**src/rtl/imem_pkg.sv**
```systemverilog
// Shared constants and state encoding for the instruction-memory fetch controller.
package imem_pkg;
  localparam int unsigned ADDR_W_DEF     = 5;
  localparam int unsigned RESET_PC_DEF   = 0;
  localparam int unsigned BYTES_PER_INST = 4;

  typedef enum logic [1:0] {
    ST_FETCH = 2'd0,
    ST_HOLD  = 2'd1,
    ST_LOAD  = 2'd2
  } fetch_state_t;
endpackage

```
**src/rtl/imem_byte_assembler.sv**
```systemverilog
// Collects bytes MSB-first and publishes a big-endian 32-bit word on the load strobe.
module imem_byte_assembler (
  input  logic        clk,
  input  logic        rst,
  input  logic        clr,
  input  logic        shift,
  input  logic        load,
  input  logic [7:0]  din,
  output logic [31:0] word
);
  logic [23:0] asm_q, asm_d;
  logic [31:0] word_q, word_d;

  always_comb begin
    asm_d  = asm_q;
    word_d = word_q;
    if (clr)
      asm_d = '0;
    else if (shift)
      asm_d = {asm_q[15:0], din};
    // The final byte comes straight from the bus, so the word is complete this cycle.
    if (load)
      word_d = {asm_q, din};
  end

  always_ff @(posedge clk or negedge rst) begin
    if (!rst) begin
      asm_q  <= '0;
      word_q <= '0;
    end else begin
      asm_q  <= asm_d;
      word_q <= word_d;
    end
  end

  assign word = word_q;
endmodule

```
**src/rtl/imem_fetch_ctrl.sv**
```systemverilog
// Fetch sequencer: assembles 4-byte instructions from a byte-wide memory, handles
// redirects, and hands the memory port to a boot loader while ld_en is high.
module imem_fetch_ctrl
  import imem_pkg::*;
#(
  parameter int unsigned ADDR_W   = ADDR_W_DEF,
  parameter int unsigned RESET_PC = RESET_PC_DEF
) (
  input  logic              clk,
  input  logic              rst,
  input  logic              ld_en,
  input  logic              ld_we,
  input  logic [ADDR_W-1:0] ld_addr,
  input  logic [7:0]        ld_data,
  output logic [ADDR_W-1:0] mem_addr,
  output logic              mem_we,
  output logic [7:0]        mem_wdata,
  input  logic [7:0]        mem_rdata,
  input  logic              redirect,
  input  logic [ADDR_W-1:0] redirect_pc,
  output logic [31:0]       inst,
  output logic [ADDR_W-1:0] inst_pc,
  output logic              inst_valid,
  input  logic              inst_ready,
  output logic              ld_busy
);
  fetch_state_t      state_q, state_d;
  logic [ADDR_W-1:0] pc_q, pc_d;
  logic [1:0]        cnt_q, cnt_d;
  logic [ADDR_W-1:0] inst_pc_q, inst_pc_d;
  logic              vld_q, vld_d;
  logic              asm_clr, asm_shift, asm_load;

  always_comb begin
    state_d   = state_q;
    pc_d      = pc_q;
    cnt_d     = cnt_q;
    inst_pc_d = inst_pc_q;
    vld_d     = vld_q;
    asm_clr   = 1'b0;
    asm_shift = 1'b0;
    asm_load  = 1'b0;
    mem_addr  = pc_q;
    mem_we    = 1'b0;
    mem_wdata = '0;
    ld_busy   = 1'b0;

    case (state_q)
      ST_FETCH: begin
        mem_addr = pc_q + ADDR_W'(cnt_q);
        if (ld_en) begin
          state_d = ST_LOAD;
          vld_d   = 1'b0;
          cnt_d   = '0;
          asm_clr = 1'b1;
        end else if (redirect) begin
          pc_d    = redirect_pc;
          cnt_d   = '0;
          asm_clr = 1'b1;
        end else begin
          asm_shift = 1'b1;
          cnt_d     = cnt_q + 2'd1;
          if (cnt_q == 2'd3) begin
            asm_load  = 1'b1;
            inst_pc_d = pc_q;
            vld_d     = 1'b1;
            state_d   = ST_HOLD;
          end
        end
      end
      ST_HOLD: begin
        if (ld_en) begin
          state_d = ST_LOAD;
          vld_d   = 1'b0;
          cnt_d   = '0;
        end else if (redirect) begin
          // A coincident handshake is consumed too; only the next pc differs.
          pc_d    = redirect_pc;
          cnt_d   = '0;
          vld_d   = 1'b0;
          state_d = ST_FETCH;
        end else if (vld_q && inst_ready) begin
          pc_d    = pc_q + ADDR_W'(BYTES_PER_INST);
          cnt_d   = '0;
          vld_d   = 1'b0;
          state_d = ST_FETCH;
        end
      end
      ST_LOAD: begin
        mem_addr  = ld_addr;
        mem_wdata = ld_data;
        mem_we    = ld_we & ld_en;
        ld_busy   = 1'b1;
        if (!ld_en) begin
          pc_d    = ADDR_W'(RESET_PC);
          cnt_d   = '0;
          state_d = ST_FETCH;
        end
      end
      default: begin
        state_d = ST_FETCH;
        pc_d    = ADDR_W'(RESET_PC);
        cnt_d   = '0;
        vld_d   = 1'b0;
      end
    endcase
  end

  always_ff @(posedge clk or negedge rst) begin
    if (!rst) begin
      state_q   <= ST_FETCH;
      pc_q      <= ADDR_W'(RESET_PC);
      cnt_q     <= '0;
      inst_pc_q <= '0;
      vld_q     <= 1'b0;
    end else begin
      state_q   <= state_d;
      pc_q      <= pc_d;
      cnt_q     <= cnt_d;
      inst_pc_q <= inst_pc_d;
      vld_q     <= vld_d;
    end
  end

  imem_byte_assembler u_asm (
    .clk   (clk),
    .rst   (rst),
    .clr   (asm_clr),
    .shift (asm_shift),
    .load  (asm_load),
    .din   (mem_rdata),
    .word  (inst)
  );

  assign inst_pc    = inst_pc_q;
  assign inst_valid = vld_q;
endmodule

```
**config.mk**
```make
export PLATFORM = sky130hd
export DESIGN_NAME = imem_fetch_ctrl
export DESIGN_NICKNAME = d
export VERILOG_FILES = /design/src/rtl/imem_pkg.sv /design/src/rtl/imem_byte_assembler.sv /design/src/rtl/imem_fetch_ctrl.sv
export SDC_FILE = /design/constraint.sdc
export NUM_CORES = 1
export LEC_CHECK = 0
export ABC_AREA = 1
export CORE_MARGIN = 5
export CORE_UTILIZATION = 40
export DETAILED_ROUTE_END_ITERATION = 12
export PLACE_DENSITY_LB_ADDON = 0.2
export RECOVER_POWER = 25
export SLEW_MARGIN = 10
export SYNTH_ARGS = -nofsm -noshare
export SYNTH_HDL_FRONTEND = slang
export SYNTH_SLANG_ARGS = --single-unit
```
**constraint.sdc**
```tcl
create_clock -name clk -period 2.1 [get_ports clk]
set_clock_uncertainty 0.15 [all_clocks]
set_input_delay 0.42 -clock clk [delete_from_list [all_inputs] [get_ports clk]]
set_output_delay 0.42 -clock clk [all_outputs]
set_load 0.01 [all_outputs]
```
Word level (Yosys, flattened, before mapping)
Cells that the tools add are included.

Bits in registers: 71. Logic and storage cells: 75.

Add/sub/neg operators: 3. Eq/ne operators: 11. Multiplexer cells: 42. Bitwise operators: 4. Reductions and logical operators: 8.

Operator list (number): $mux W24 (2); $mux W5 (6); $mux W2 (10); $mux W1 (18); $pmux W5 S3 (1); $pmux W2 S3 (2); $reduce_and A4 Y1 (3); $pmux W5 S2 (1); $ne A3 B3 Y1 const B (3); $mux W8 (1); $ne A2 B2 Y1 const B (4); $add A5 B2 Y5 (1); $add A5 B3 Y5 const B (1); $reduce_and A5 Y1 (1); $eq A2 B2 Y1 const B (2); $ne A4 B4 Y1 const B (1); $not A1 Y1 (3); $pmux W1 S3 (1); $add A2 B1 Y2 const B (1); $eq A2 B1 Y1 const B (1); $logic_not A2 Y1 (1); $reduce_and A2 Y1 (1); $reduce_bool A2 Y1 (1); $and A1 B1 Y1 (1); $logic_and A1 B1 Y1 (1).

Depth between registers and ports, before layout
Depth in word-level cells: 5. Depth in mapped cells: 8. Gate-level depth less buffers: 8.

Cells and area by module
Synthesis repeated with hierarchy kept, for this count alone.

Cell total of the unflattened synthesis: 388. Area total of the unflattened synthesis: 3270.6 um2.

By module, submodules not included: imem_byte_assembler (times used 1, cells an instance 240, area an instance 2205.9 um2, seq. area each 1401.3 um2); imem_fetch_ctrl (times used 1, cells an instance 148, area an instance 1064.8 um2, seq. area each 375.4 um2).

Worst setup path before layout
Ideal clock, no wire load.

Kind: register to output. Start: register pc_q[0]. End: output mem_addr[4]. Arrival time: 1.308 ns. Required time: 1.530 ns. Slack: 0.222 ns. Cell stages (with the launch flop): 7. Buffers on the path: 0. Cell sequence: dfrtp_1 > ha_1 > fa_1 > inv_1 > o21ai_0 > nand3_1 > o211ai_1.

Longest elaborated chain between the ends: 2.

RTL lines: from (decl) (RTL line imem_fetch_ctrl.sv:28) `logic [ADDR_W-1:0] pc_q, pc_d;`; from (signal assigned) (RTL line imem_fetch_ctrl.sv:112) `pc_q <= ADDR_W'(RESET_PC);`; from (signal assigned) (RTL line imem_fetch_ctrl.sv:118) `pc_q <= pc_d;`; $add A5 B2 Y5 (RTL line imem_fetch_ctrl.sv:50) `mem_addr = pc_q + ADDR_W'(cnt_q);`; $pmux W5 S2 (RTL line imem_fetch_ctrl.sv:48) `case (state_q)`; to (decl) (RTL line imem_fetch_ctrl.sv:15) `output logic [ADDR_W-1:0] mem_addr,`.

Every way passes these cells.

Final worst setup path
Start: register cnt_q[0]. End: output mem_addr[1].

Longest elaborated chain between the ends: 2.

RTL lines: from (decl) (RTL line imem_fetch_ctrl.sv:29) `logic [1:0] cnt_q, cnt_d;`; from (signal assigned) (RTL line imem_fetch_ctrl.sv:119) `cnt_q <= cnt_d;`; $add A5 B2 Y5 (RTL line imem_fetch_ctrl.sv:50); $pmux W5 S2 (RTL line imem_fetch_ctrl.sv:48).

Every way passes these cells.

==> results by group <==
Detailed routing
  – DRC violations left: 0
  – Iter 0 DRT Violations: 140
  – Average vias per placed instance: 4.67
  – Total vias in the final route: 2,655
  – Highest layer used for signal routing: met4
  – Total Routed Length: 7.20 mm
  – First-pass iteration count of the detailed router: 4
  – Met1 layer wirelength in the final routing: 3.44 mm
  – Met2 WL: 3.21 mm
  – Number of antenna-violating nets in the routed design: 0
  – Routed length per placed instance: 12.7 um
  – Met3 Routed Length: 483 um

Critical path
  – Critical path start-end classification: reg2out
  – Largest delay contributor family on the critical path: adder cells
  – Slack of the worst reg-to-reg path: 0.25 ns
  – Endpoint of the lowest-slack register-to-register path: u_asm.word[7]
  – Critical path origin: cnt_q[0]
  – FF-to-FF path depth: 9
  – RR Startpoint: state_q[1]
  – Capture point of the worst path: mem_addr[1]
  – Maximum fanout count along the critical path: 2
  – Crit path max-delay cell type: fa_2
  – Critical path data arrival time: 1.74 ns
  – Critical-path cell list: ha_2 > fa_2 > nand2_1 > o211ai_1 > buf_2
  – Worst path buffer plus inverter count: 1
  – Cell count along the critical path: 5
  – Worst endpoint required time: 1.53 ns
  – Type of destination of the critical path: primary output
  – Delay of the slowest critical-path stage: 0.52 ns
  – Crit start category: flip-flop

Power and ir drop
  – Int Pwr: 1980 uW
  – Proportion of power drawn by the clock network: 35.3%
  – Total power divided by cell area: 615 nW/um2
  – Portion of total power attributed to sequential cells: 53.0%
  – Max VDD drop: 0.297 mV
  – Combinational group share of total power: 11.7%
  – Switching share of total power: 25.9%
  – Sum of internal, switching and leakage power: 2670 uW
  – Leak: 0.00209 uW
  – Switch Pwr: 691 uW

Floorplanning
  – Count of boundary I/O pins: 85
  – Standard-cell rows: 32
  – Vertical die dimension: 97.9 um
  – Floorplan core area: 7650 um2
  – Die area: 9590 um2
  – Die X-Extent: 97.9 um
  – Starting density of the core: 40.4%

Final layout
  – Number of antenna repair diodes: 0
  – Share of post-route cells with drive strength above 1: 12.8%
  – Net count of the finished layout: 499
  – Final cell count without fillers: 569
  – Layout-stage area growth over the synthesis result: 40.2%

Job
  – Max-capacitance violation count: 0

Status
  – Status: finished with violations
  – Failing checks: setup timing

CTS
  – TritonCTS clock tree: done
  – TritonCTS buffer count: 9
  – Clock transition time at the flip-flop clock pins of the worst setup and hold paths: 0.07 ns
  – Clock root buffer master: clkbuf_8
  – Deepest level of the CTS H-tree: 3
  – Maximum count of clock buffers along a single path: 2
  – Num Clock Sinks: 71
  – Clk Latency, worst-skew pair: 0.34 ns

Synthesis
  – Total nets after synthesis: 391
  – Top cells by area, synth: dfrtp_1 (57%), nand2_1 (14%), o21ai_0 (5.5%)
  – Number of unique standard cell types used by synthesis: 21
  – Post-synthesis async set-or-reset flop share: 100%
  – Number of register bits inferred by synthesis: 71
  – Synthesized cell area: 3090 um2
  – Syn avg cell area: 8.74 um2
  – Top_reg_cell synth: dfrtp_1
  – Cell type with the highest aggregate area in the netlist: dfrtp_1
  – Post-Syn Instances: 354
  – Most frequent cells after synthesis: nand2_1 (113), dfrtp_1 (71), inv_1 (39)
  – Most common cell in the netlist: nand2_1
  – Register area share after synthesis: 57.4%
  – Area fraction of the dominant cell type after synthesis: 57.4%
  – Synthesis Warnings: 0
  – Number of enable flip-flop cells after synthesis: 0

Timing
  – Sum Neg Setup Slack: -0.576 ns
  – Tightest slew margin relative to the limit: 52.3%
  – Final worst hold slack: 0.335 ns
  – Setup violations, final: 4
  – Part of the cycle the worst path needs: 110%
  – Highest clock frequency the design can meet: 432 MHz
  – Pins over their slew limit: 0
  – Worst Tran Pin Value: 0.715 ns
  – Count of final hold-check violations: 0
  – Crit path time final: 2.31 ns
  – Final worst setup slack: -0.213 ns
  – RSZ-0062 raised after global routing: true

Placement
  – HPWL after detailed placement: 5.28 mm
  – IO buf count: 84
  – Placement-stage worst setup slack: -0.306 ns
  – Count of placed standard cells including taps: 544
  – Last weighted congestion value of the routability-driven placer: 0.873

GRT
  – Pin count of the biggest net entering global routing: 51
  – Global Route Usage Sum: 15.5%
  – Total global routing overflow: 0
  – Antenna violations before repair: 0
  – Vias in the first global route: 2,694
  – First-pass GRT wire length: 12.2 mm

Worst hold path
  – Kind of path behind the tightest hold check: reg2reg
routing by layer:
metal  vias up  global-route usage (%)
met5         -                       0
met4         0                    5.64
met3         6                    4.86
met2        91                    23.6
met1      1211                    21.0
li1       1347                       -
worst register-to-register path, cell delays in order (launching register included):
cell and delay, ns:
dfrtp_1 0.38, buf_4 0.15, nor2_4 0.18, buf_4 0.26, nand2_4 0.07, inv_2 0.09
nand2_2 0.08, buf_12 0.18, nand2_1 0.11, o21ai_0 0.07
flip-flops by register name, summed over array words and instances, names as in the netlist:
| register | flops |
|---|---|
| u_asm.asm_q | 24 |
| cnt_q | 2 |
| inst_valid | 1 |
| state_q | 2 |
| inst_pc | 5 |
| pc_q | 5 |
| u_asm.word | 32 |
power groups by stage:
| stage | clock, uW | combinational (uW) | sequential (uW) |
|---|---|---|---|
| after floorplan | 0 | 120 | 1450 |
| after global placement | 0 | 314 | 1440 |
| after detailed placement | 0 | 316 | 1440 |
| after CTS | 966 | 315 | 1410 |
| after global routing | 1040 | 348 | 1420 |
| final | 941 | 312 | 1410 |
through the flow:
| stage | util (%) | area, um2 |
|---|---|---|
| floorplan | - | 3090 |
| global placement | 54.1 | 4140 |
| detailed placement | 54.1 | 4140 |
| CTS | 56.6 | 4330 |
| global route | 56.7 | 4340 |
| finish | 56.7 | 4340 |
how the worst min path moves through the flow:
stage,startpoint,to,slack [ns],cells past startpoint
3_3_place_gp,rst,u_asm.word[30],0.22,1
3_5_place_dp,rst,u_asm.word[30],0.22,1
5_1_grt,u_asm.word[27],u_asm.word[27],0.36,2
6_report,inst_pc[2],inst_pc[2],0.34,2
4_1_cts,inst_pc[2],inst_pc[2],0.34,2
2_1_floorplan,rst,cnt_q[0],-0.03,0
placed cells by master, fill, tap and decap left out, drive strengths merged:
cell type / netlist / routed
nand2: 116 / 116
dfrtp: 71 / 71
clkdlybuf4s50: 0 / 67
o21ai: 58 / 58
inv: 40 / 42
buf: 8 / 31
nand3: 19 / 19
nor2: 19 / 19
clkbuf: 6 / 10
dlygate4sd2: 0 / 7
o22ai: 6 / 6
o211ai: 4 / 4
ha: 4 / 4
clkinv: 0 / 3
clkdlybuf4s15: 0 / 3
a21oi: 2 / 2
clkinvlp: 0 / 2
dlygate4sd3: 0 / 2
fa: 1 / 1
layout make-up:
| class | count | area (um2) |
|---|---|---|
| clock buffers | 9 | 124 |
| clock inverters | 7 | 47.5 |
| fillers | 710 | 3310 |
| inverters | 40 | 150 |
| multi-input cells | 229 | 1080 |
| flip-flops and latches | 71 | 1780 |
| well taps | 102 | 128 |
| repair buffers | 111 | 1030 |
timing repair:
action | in CTS | in global routing
buffers inserted | 5 | 3
setup endpoints to repair | 15 | 8
gates resized for setup | 33 | 6
hold endpoints to repair | 28 | 0
pin swaps | 1 | 2
hold buffers | 1 | 0
cells by family after synthesis:
logic type / count (synthesis) / share of synthesized area [%]
buffers and inverters: 54 / 7.93
AO/OA/AOI/OAI: 70 / 12.0
AND/OR/NAND/NOR: 154 / 20.3
flip-flops: 71 / 57.4
adder cells (fa/ha/maj): 5 / 2.27
Note: power is estimated with default switching activity, not from simulation.
